## src/rtl/alu_div_sequencer_pkg.sv

```systemverilog
// Shared definitions for the RV32M divide/remainder sequencer:
// funct3[1:0] op encodings, FSM states and small op-decode helpers.
package alu_div_sequencer_pkg;

  localparam int unsigned XlenDefault = 32;

  localparam logic [1:0] OpDiv  = 2'b00;
  localparam logic [1:0] OpDivu = 2'b01;
  localparam logic [1:0] OpRem  = 2'b10;
  localparam logic [1:0] OpRemu = 2'b11;

  typedef enum logic [1:0] {
    StIdle,
    StCalc,
    StFix,
    StDone
  } state_e;

  function automatic logic op_is_signed(input logic [1:0] op);
    return !((op == OpDivu) || (op == OpRemu));
  endfunction

  function automatic logic op_is_rem(input logic [1:0] op);
    return (op == OpRem) || (op == OpRemu);
  endfunction

endpackage

```

## src/rtl/alu_div_sequencer_div_step.sv

```systemverilog
// One combinational restoring-division iteration: shift the next dividend bit
// into the partial remainder, trial-subtract the divisor, keep it if non-negative.
module alu_div_sequencer_div_step #(
  parameter int unsigned Width = 32
) (
  input  logic [Width-1:0] rem_i,
  input  logic [Width-1:0] quo_i,
  input  logic [Width-1:0] divisor_i,
  output logic [Width-1:0] rem_o,
  output logic [Width-1:0] quo_o
);

  logic [Width:0] shifted;
  logic [Width:0] trial;
  logic           trial_neg;

  always_comb begin
    // Keep the remainder MSB so divisors above 2^(Width-1) still divide correctly.
    shifted   = {rem_i, quo_i[Width-1]};
    trial     = shifted - {1'b0, divisor_i};
    trial_neg = trial[Width];
    rem_o     = trial_neg ? shifted[Width-1:0] : trial[Width-1:0];
    quo_o     = {quo_i[Width-2:0], ~trial_neg};
  end

endmodule

```

## src/rtl/alu_div_sequencer.sv

```systemverilog
// Multi-cycle DIV/DIVU/REM/REMU sequencer beside the execute-stage ALU:
// magnitude restoring division over XLEN cycles, then a one-cycle sign fix-up.
module alu_div_sequencer
  import alu_div_sequencer_pkg::*;
#(
  parameter int unsigned XLEN = XlenDefault
) (
  input  logic            clk,
  input  logic            rst_n,
  input  logic            start_i,
  input  logic [1:0]      op_i,
  input  logic [XLEN-1:0] dividend_i,
  input  logic [XLEN-1:0] divisor_i,
  input  logic            kill_i,
  output logic            busy_o,
  output logic            valid_o,
  output logic [XLEN-1:0] result_o
);

  localparam int unsigned CntW = $clog2(XLEN);
  localparam logic [XLEN-1:0] MinNeg = {1'b1, {(XLEN-1){1'b0}}};

  state_e          state_q, state_d;
  logic            is_rem_q, is_rem_d;
  logic            neg_quo_q, neg_quo_d;
  logic            neg_rem_q, neg_rem_d;
  logic [XLEN-1:0] rem_q, rem_d;
  logic [XLEN-1:0] quo_q, quo_d;
  logic [XLEN-1:0] div_q, div_d;
  logic [CntW-1:0] cnt_q, cnt_d;
  logic [XLEN-1:0] result_q, result_d;

  logic            in_signed;
  logic            in_rem;
  logic [XLEN-1:0] abs_dividend;
  logic [XLEN-1:0] abs_divisor;
  logic [XLEN-1:0] step_rem;
  logic [XLEN-1:0] step_quo;

  alu_div_sequencer_div_step #(
    .Width (XLEN)
  ) u_div_step (
    .rem_i     (rem_q),
    .quo_i     (quo_q),
    .divisor_i (div_q),
    .rem_o     (step_rem),
    .quo_o     (step_quo)
  );

  always_comb begin
    in_signed    = op_is_signed(op_i);
    in_rem       = op_is_rem(op_i);
    abs_dividend = (in_signed && dividend_i[XLEN-1]) ? ('0 - dividend_i) : dividend_i;
    abs_divisor  = (in_signed && divisor_i[XLEN-1])  ? ('0 - divisor_i)  : divisor_i;
  end

  always_comb begin
    state_d   = state_q;
    is_rem_d  = is_rem_q;
    neg_quo_d = neg_quo_q;
    neg_rem_d = neg_rem_q;
    rem_d     = rem_q;
    quo_d     = quo_q;
    div_d     = div_q;
    cnt_d     = cnt_q;
    result_d  = result_q;

    if (kill_i) begin
      state_d = StIdle;
    end else begin
      unique case (state_q)
        StIdle: begin
          if (start_i) begin
            is_rem_d  = in_rem;
            neg_quo_d = in_signed && (dividend_i[XLEN-1] ^ divisor_i[XLEN-1]);
            neg_rem_d = in_signed && dividend_i[XLEN-1];
            if (divisor_i == '0) begin
              result_d = in_rem ? dividend_i : '1;
              state_d  = StDone;
            end else if (in_signed && (dividend_i == MinNeg) && (divisor_i == '1)) begin
              result_d = in_rem ? '0 : MinNeg;
              state_d  = StDone;
            end else begin
              rem_d   = '0;
              quo_d   = abs_dividend;
              div_d   = abs_divisor;
              cnt_d   = CntW'(XLEN - 1);
              state_d = StCalc;
            end
          end
        end
        StCalc: begin
          rem_d = step_rem;
          quo_d = step_quo;
          cnt_d = cnt_q - 1'b1;
          if (cnt_q == '0) begin
            state_d = StFix;
          end
        end
        StFix: begin
          if (is_rem_q) begin
            result_d = neg_rem_q ? ('0 - rem_q) : rem_q;
          end else begin
            result_d = neg_quo_q ? ('0 - quo_q) : quo_q;
          end
          state_d = StDone;
        end
        StDone: begin
          state_d = StIdle;
        end
        default: begin
          state_d = StIdle;
        end
      endcase
    end
  end

  always_ff @(posedge clk or negedge rst_n) begin
    if (!rst_n) begin
      state_q   <= StIdle;
      is_rem_q  <= 1'b0;
      neg_quo_q <= 1'b0;
      neg_rem_q <= 1'b0;
      rem_q     <= '0;
      quo_q     <= '0;
      div_q     <= '0;
      cnt_q     <= '0;
      result_q  <= '0;
    end else begin
      state_q   <= state_d;
      is_rem_q  <= is_rem_d;
      neg_quo_q <= neg_quo_d;
      neg_rem_q <= neg_rem_d;
      rem_q     <= rem_d;
      quo_q     <= quo_d;
      div_q     <= div_d;
      cnt_q     <= cnt_d;
      result_q  <= result_d;
    end
  end

  // A flush landing on the DONE cycle must still swallow the pulse.
  assign busy_o   = (state_q == StCalc) || (state_q == StFix);
  assign valid_o  = (state_q == StDone) && !kill_i;
  assign result_o = result_q;

endmodule

```

## config.mk

```make
export PLATFORM = sky130hd
export DESIGN_NAME = alu_div_sequencer
export DESIGN_NICKNAME = d
export VERILOG_FILES = /design/src/rtl/alu_div_sequencer_pkg.sv /design/src/rtl/alu_div_sequencer_div_step.sv /design/src/rtl/alu_div_sequencer.sv
export SDC_FILE = /design/constraint.sdc
export NUM_CORES = 1
export LEC_CHECK = 0
export ABC_AREA = 1
export BUFFER_PORTS_ARGS = -buffer_cell sky130_fd_sc_hd__buf_2
export CAP_MARGIN = 20
export CORE_ASPECT_RATIO = 0.7
export CORE_MARGIN = 2
export CORE_UTILIZATION = 56
export CTS_CLUSTER_SIZE = 8
export DETAILED_ROUTE_END_ITERATION = 10
export GPL_ROUTABILITY_DRIVEN = 0
export GPL_TIMING_DRIVEN = 1
export PLACE_DENSITY = 0.78
export SLEW_MARGIN = 20
export SYNTH_ARGS = -nofsm -noshare
export SYNTH_HDL_FRONTEND = slang
export SYNTH_SLANG_ARGS = --single-unit
```

## constraint.sdc

```tcl
create_clock -name clk -period 2.24 [get_ports clk]
set_input_delay 0.56 -clock clk [delete_from_list [all_inputs] [get_ports clk]]
set_output_delay 0.56 -clock clk [all_outputs]
set_load 0.03 [all_outputs]
```

==> flow_metrics.tcl, run 1 <==
set metrics [dict create \
    status "finished, violations left" \
    failed_checks "setup timing" \
    cp_top_family "simple AND/OR/NAND/NOR gates" \
    port_buffers 103 \
    synth-seq-cells 138 \
    rsz0062_at_grt "yes" \
    synth_commonest_cells "nand2_1, inv_1, nor2_1" \
    worstReg2RegStart "div_q[0]" \
    areaGrowthSynthToFinish_pct 24.0 \
    total_power_mw 17.0 \
    synth_mux_area_frac 0.000747 \
    die-area_sq_mm 0.0252 \
    synthArstFlopShare 1.00 \
    synthMostInstantiatedCell "nand2_1" \
    drc 0 \
    setup_violations 33 \
    synthAdderAreaFrac 0.0426 \
    slew_headroom 0.581 \
    cts_buffers 17 \
    drv_slew 0 \
    root_buffer "clkbuf_16" \
    via_per_inst 5.66 \
    r2r_end "rem_q[13]" \
    synth_edf_count 0 \
    slowest_stage "dfrtp_2" \
    avgSynthCellArea_sq_um 5.79 \
    grt_max_degree 62 \
    cp_slowest_stage_delay_ns 0.46 \
    worstPathRequired_ns 2.58 \
    grt_pass1_wl_microns 73500 \
    drive_above_1_share 0.178 \
    grt_antenna_before_repair 1 \
    synthXorXnorAreaFrac 0.0399 \
    vdd_drop_max_uv 885 \
    cellLeakagePower_nw 9.29 \
    die_h_microns 133 \
    start_kind "flip-flop" \
    fmax_mhz 405 \
    routed_wl_microns 48000 \
    yosys_warnings 0 \
    path_cells "ha_4, fa_2, inv_2, nand2_1, nand2_1, nand3_1, nand2_1, nand2_1, nand2_2, nand2_4, nand2_4, nand2_4, nand2_8, buf_6, nand2_1, nand3_2, nand2_1" \
    finalHoldViolCount 0 \
    globalRouteOverflowTotal 0 \
    cp_common_cell "nand2_1" \
    drv_cap 0 \
    hpwl_microns 36000 \
    path_buf_inv 2 \
    fin_skew_ns 0.0119 \
    synth_compound_area_frac 0.0904 \
    io_pins 104 \
    nets 2657 \
    vias 16300 \
    cts_tree "yes" \
    h-tree-depth 4 \
    holdCritPathClass "in2async" \
    period_needed_ns 2.47 \
    syn-instance-count 2314 \
    fin_setup_tns_ns -5.62 \
    drtIter0Drc 2276 \
    insertion_delay_ns 0.45 \
    synth_top_family_by_area "simple AND/OR/NAND/NOR gates" \
    core_sq_mm 0.0236 \
    ys_types 43 \
    final_core_util 0.705 \
    wl_per_cell_microns 16.7 \
    synth_top_area_share 0.258 \
    path_clk_slew_ns 0.07 \
    clock_sinks 138 \
    worst-path-max-fanout 7 \
    n_antenna_cell 0 \
    die_w_microns 189 \
    yosys.area_share.simple 0.459 \
    cp.arrival_ns 2.81 \
    ant_nets 0 \
    powerDensity_mw_per_mm2 1020 \
    syn_area_sq_mm 0.0134 \
    rows 47 \
    start_util 0.568 \
    synth_flop_cell "dfrtp_1" \
    r2r_slack_ns -0.23 \
    syn-num-nets 2429 \
    seq_area_frac_synth 0.258 \
    tightest_slew_ns 0.629 \
    track_usage 0.368 \
    reg2regPathDepth 17 \
    worstSetupPathType "reg2reg" \
    post-route-period-util 1.10 \
    first_global_vias 14400 \
    first_pass_iters 6 \
    crit_path_end_kind "flip-flop" \
    cts_hold_buf 0 \
    cts.path.max_buffers 2 \
    synth_top_cell_by_area "nand2_1" \
    worst_slack_ns -0.230 \
    synth.area.top_cells "nand2_1, dfrtp_1, nand3_1" \
]
==> sequential cells by signal, summed over array words and instances (netlist names), 2 cells and up <==
register / cells
cnt_q: 5
div_q: 32
quo_q: 32
rem_q: 32
result_o: 32
state_q: 2
==> power breakdown <==
group / leakage [nW] / switching [mW] / internal, mW / total [mW]
logic: 7.21 / 6.62 / 3.24 / 9.87
registers: 1.79 / 0.771 / 3.39 / 4.16
clock network: 0.289 / 1.30 / 1.68 / 2.98
total: 9.29 / 8.70 / 8.31 / 17.0
==> stage by stage <==
step	cells	setup WS (ns)	hold slack, ns	instance area [sq um]
CTS	2869	-0.0843	0.113	16200
finish	2873	-0.230	0.0922	16600
detailed placement	2832	-0.221	0.460	15300
global placement	2832	-0.159	0.458	15300
floorplan	2314	0.0362	0.264	13400
global route	2873	-0.296	0.132	16600
==> metal layers <==
layer / track usage / share of wire
met3: 0.116 / 0.14
met4: 0.106 / 0.028
met1: 0.523 / 0.41
met2: 0.534 / 0.42
met5: 0 / 0.00027
==> layout make-up <==
| cell class | count | area (sq um) |
|---|---|---|
| clock inverters | 15 | 179 |
| well taps | 318 | 398 |
| clock buffers | 17 | 425 |
| fillers | 2011 | 6970 |
| flip-flops and latches | 138 | 3460 |
| inverters | 292 | 1100 |
| multi-input cells | 1816 | 8990 |
| repair buffers | 277 | 2070 |
==> what timing repair did <==
item / 4_1_cts / 5_1_grt
setup endpoints to repair: 33 / 57
pin swaps: 4 / 41
setup buffers: 3 / 1
gates resized for setup: 41 / 104
cloned: 2 / 6
==> logic make-up (layout without fill, tap and decap cells) <==
family | Yosys count | in the layout
simple gates | 1479 | 1479
xor+xnor | 61 | 61
fa+ha+maj | 45 | 45
buf+inv | 360 | 601
compound gates | 230 | 230
flops | 138 | 138
mux | 1 | 1
==> how the worst max path moves through the flow <==
stage | startpoint | endpoint | cells after the start
detailed placement | dividend_i[0] | result_o[31] | 15
global route | div_q[0] | rem_q[13] | 17
CTS | div_q[0] | rem_q[19] | 18
finish | div_q[0] | rem_q[13] | 17
floorplan | quo_q[31] | rem_q[23] | 18
global placement | dividend_i[0] | result_o[24] | 15
==> cell usage in the layout (no fill, tap or decap), types with 11 or more instances in the layout <==
| master | Yosys | layout |
|---|---|---|
| nor2_2 | 12 | 20 |
| ha_1 | 44 | 39 |
| nor2_1 | 236 | 225 |
| nand3b_1 | 11 | 11 |
| nand3_2 | 1 | 26 |
| xnor2_1 | 26 | 25 |
| inv_1 | 284 | 276 |
| buf_4 | 9 | 155 |
| xor2_1 | 35 | 35 |
| dfrtp_1 | 138 | 136 |
| buf_12 | 0 | 12 |
| nand2_4 | 1 | 21 |
| nand2_1 | 921 | 871 |
| o21ai_0 | 108 | 108 |
| inv_2 | 6 | 14 |
| nand3_1 | 216 | 190 |
| a21oi_1 | 50 | 48 |
| buf_2 | 15 | 102 |
| nand4_1 | 31 | 31 |
| o21ai_1 | 46 | 46 |
| nor3_1 | 24 | 24 |
| nand2_2 | 5 | 33 |
| clkbuf_16 | 0 | 21 |
Note: power is estimated with default switching activity, not from simulation.
==> run 2: changes to the inputs <==
CORE_UTILIZATION = 45   (was 56)
PLACE_DENSITY = 0.65   (was 0.78)
==> flow_metrics.tcl, run 2 (synthesis results as in run 1) <==
set metrics [dict create \
    status "finished, violations left" \
    failed_checks "setup timing" \
    vias 16100 \
    met1_usage 0.473 \
    cp_slowest_stage_delay_ns 0.41 \
    final_core_util 0.590 \
    worstPathRequired_ns 2.57 \
    slowest_stage "dfrtp_1" \
    holdCritPathClass "in2async" \
    met2_usage 0.442 \
    path_clk_slew_ns 0.07 \
    io_pins 104 \
    drive_above_1_share 0.198 \
    crit_path_end_kind "flip-flop" \
    grt_antenna_before_repair 0 \
    period_needed_ns 2.42 \
    nets 2709 \
    worstSetupPathType "reg2reg" \
    ant_nets 0 \
    placedCellCount 2940 \
    rsz0062_at_grt "yes" \
    grt_max_degree 46 \
    vdd_drop_max_uv 1060 \
    hpwl_microns 38200 \
    first_global_vias 14300 \
    die_h_microns 148 \
    worst_slack_ns -0.177 \
    fmax_mhz 414 \
    n_antenna_cell 0 \
    via_per_inst 5.39 \
    whs_ns 0.0404 \
    layout_common_cells "nand2_1, inv_1, nor2_1" \
    final_area_sq_mm 0.0172 \
    place_ws_ns -0.258 \
    die_w_microns 210 \
    fillers 2833 \
    globalRouteOverflowTotal 0 \
    die-area_sq_mm 0.0312 \
    total_power_mw 17.8 \
    first_pass_iters 6 \
    grt_use_met3 0.0733 \
    routed_wl_microns 49300 \
    finalHoldViolCount 0 \
    wl_per_cell_microns 16.5 \
    rows 52 \
    grt_busiest_layer "met1" \
    setup_violations 33 \
    grt_pass1_wl_microns 75700 \
    cp_common_cell "nand2_1" \
    track_usage 0.310 \
    tightest_slew_ns 0.589 \
    dpl_cell_area_sq_mm 0.0158 \
    root_buffer "clkbuf_16" \
    start_util 0.461 \
    cellLeakagePower_nw 9.56 \
    core_sq_mm 0.0291 \
    drc 0 \
    areaGrowthSynthToFinish_pct 28.1 \
    layout_commonest_cell "nand2_1" \
    cts.path.max_buffers 2 \
    port_buffers 103 \
    post-route-period-util 1.08 \
    start_kind "flip-flop" \
    clock_sinks 138 \
    cts_tree "yes" \
    cp.arrival_ns 2.75 \
    powerDensity_mw_per_mm2 1040 \
    drtIter0Drc 2054 \
    cts_buffers 17 \
    path_cells "ha_4, fa_2, inv_2, nand2_1, nand2_1, nand3_1, nand2_1, nand2_1, nand2_2, nand2_4, nand2_4, nand2_4, nand2_8, clkbuf_16, nand2_1, nand3_1, nand2_1" \
    fin_skew_ns 0.0102 \
    insertion_delay_ns 0.46 \
    drv_cap 0 \
    h-tree-depth 4 \
    fin_cells 2985 \
    r2r_slack_ns -0.18 \
    worst-path-max-fanout 6 \
    fin_setup_tns_ns -3.41 \
    slew_headroom 0.604 \
    drv_slew 0 \
]
[run 2: cell count changes in the layout (fill, tap and decap cells not counted), moves of 5 or more]
| cell | before | now |
|---|---|---|
| nand3_2 | 26 | 32 |
| buf_4 | 155 | 205 |
| nand2_2 | 33 | 43 |
| nand2_1 | 871 | 865 |
| nand3_1 | 190 | 185 |
| inv_6 | 8 | 3 |
[run 2: worst max-delay path, delay by kind of cell, from the launching register on]
family	cells	cell delay, ns
DFF	1	0.41
adders and majority gates	2	0.60
buffers and inverters	2	0.24
and+or+nand+nor	13	1.02
[run 2: power by group]
part           switching [mW]  internal, mW
registers               0.778          3.39
clock network            1.24          2.01
logic                    6.74          3.67
total                    8.75          9.07
[run 2: metal layers]
layer	up-vias	wire, microns
li1	7850	-
met1	7369	23000
met2	808	19800
met3	69	5700
met4	0	789
met5	-	0
[run 2: layout make-up]
cell class	instances	area, sq um	area share
Clock buffer	18	439	0.0256
Clock inverter	14	218	0.0127
Inverter	292	1100	0.0642
Multi-Input combinational cell	1816	8980	0.523
Sequential cell	138	3450	0.201
Tap cell	378	473	0.0276
Timing Repair Buffer	329	2500	0.146
[run 2: worst paths after layout]
| kind | from | to | cells past startpoint |
|---|---|---|---|
| min | rst_n | rem_q[8] | 1 |
| max reg2reg | div_q[0] | rem_q[21] | 17 |
| min in group clk | op_i[1] | is_rem_q | 3 |
| max in group asynchronous | rst_n | quo_q[11] | 2 |
| max | div_q[0] | rem_q[21] | 17 |
| min reg2reg | result_o[15] | result_o[15] | 2 |
[run 2: what timing repair did]
action | in CTS | in global routing
endpoints found under the setup margin | 42 | 65
gates resized for setup | 52 | 97
pin swaps | 15 | 39
buffers inserted | 8 | 0
gates cloned | 1 | 6
hold buffers | 0 | 0
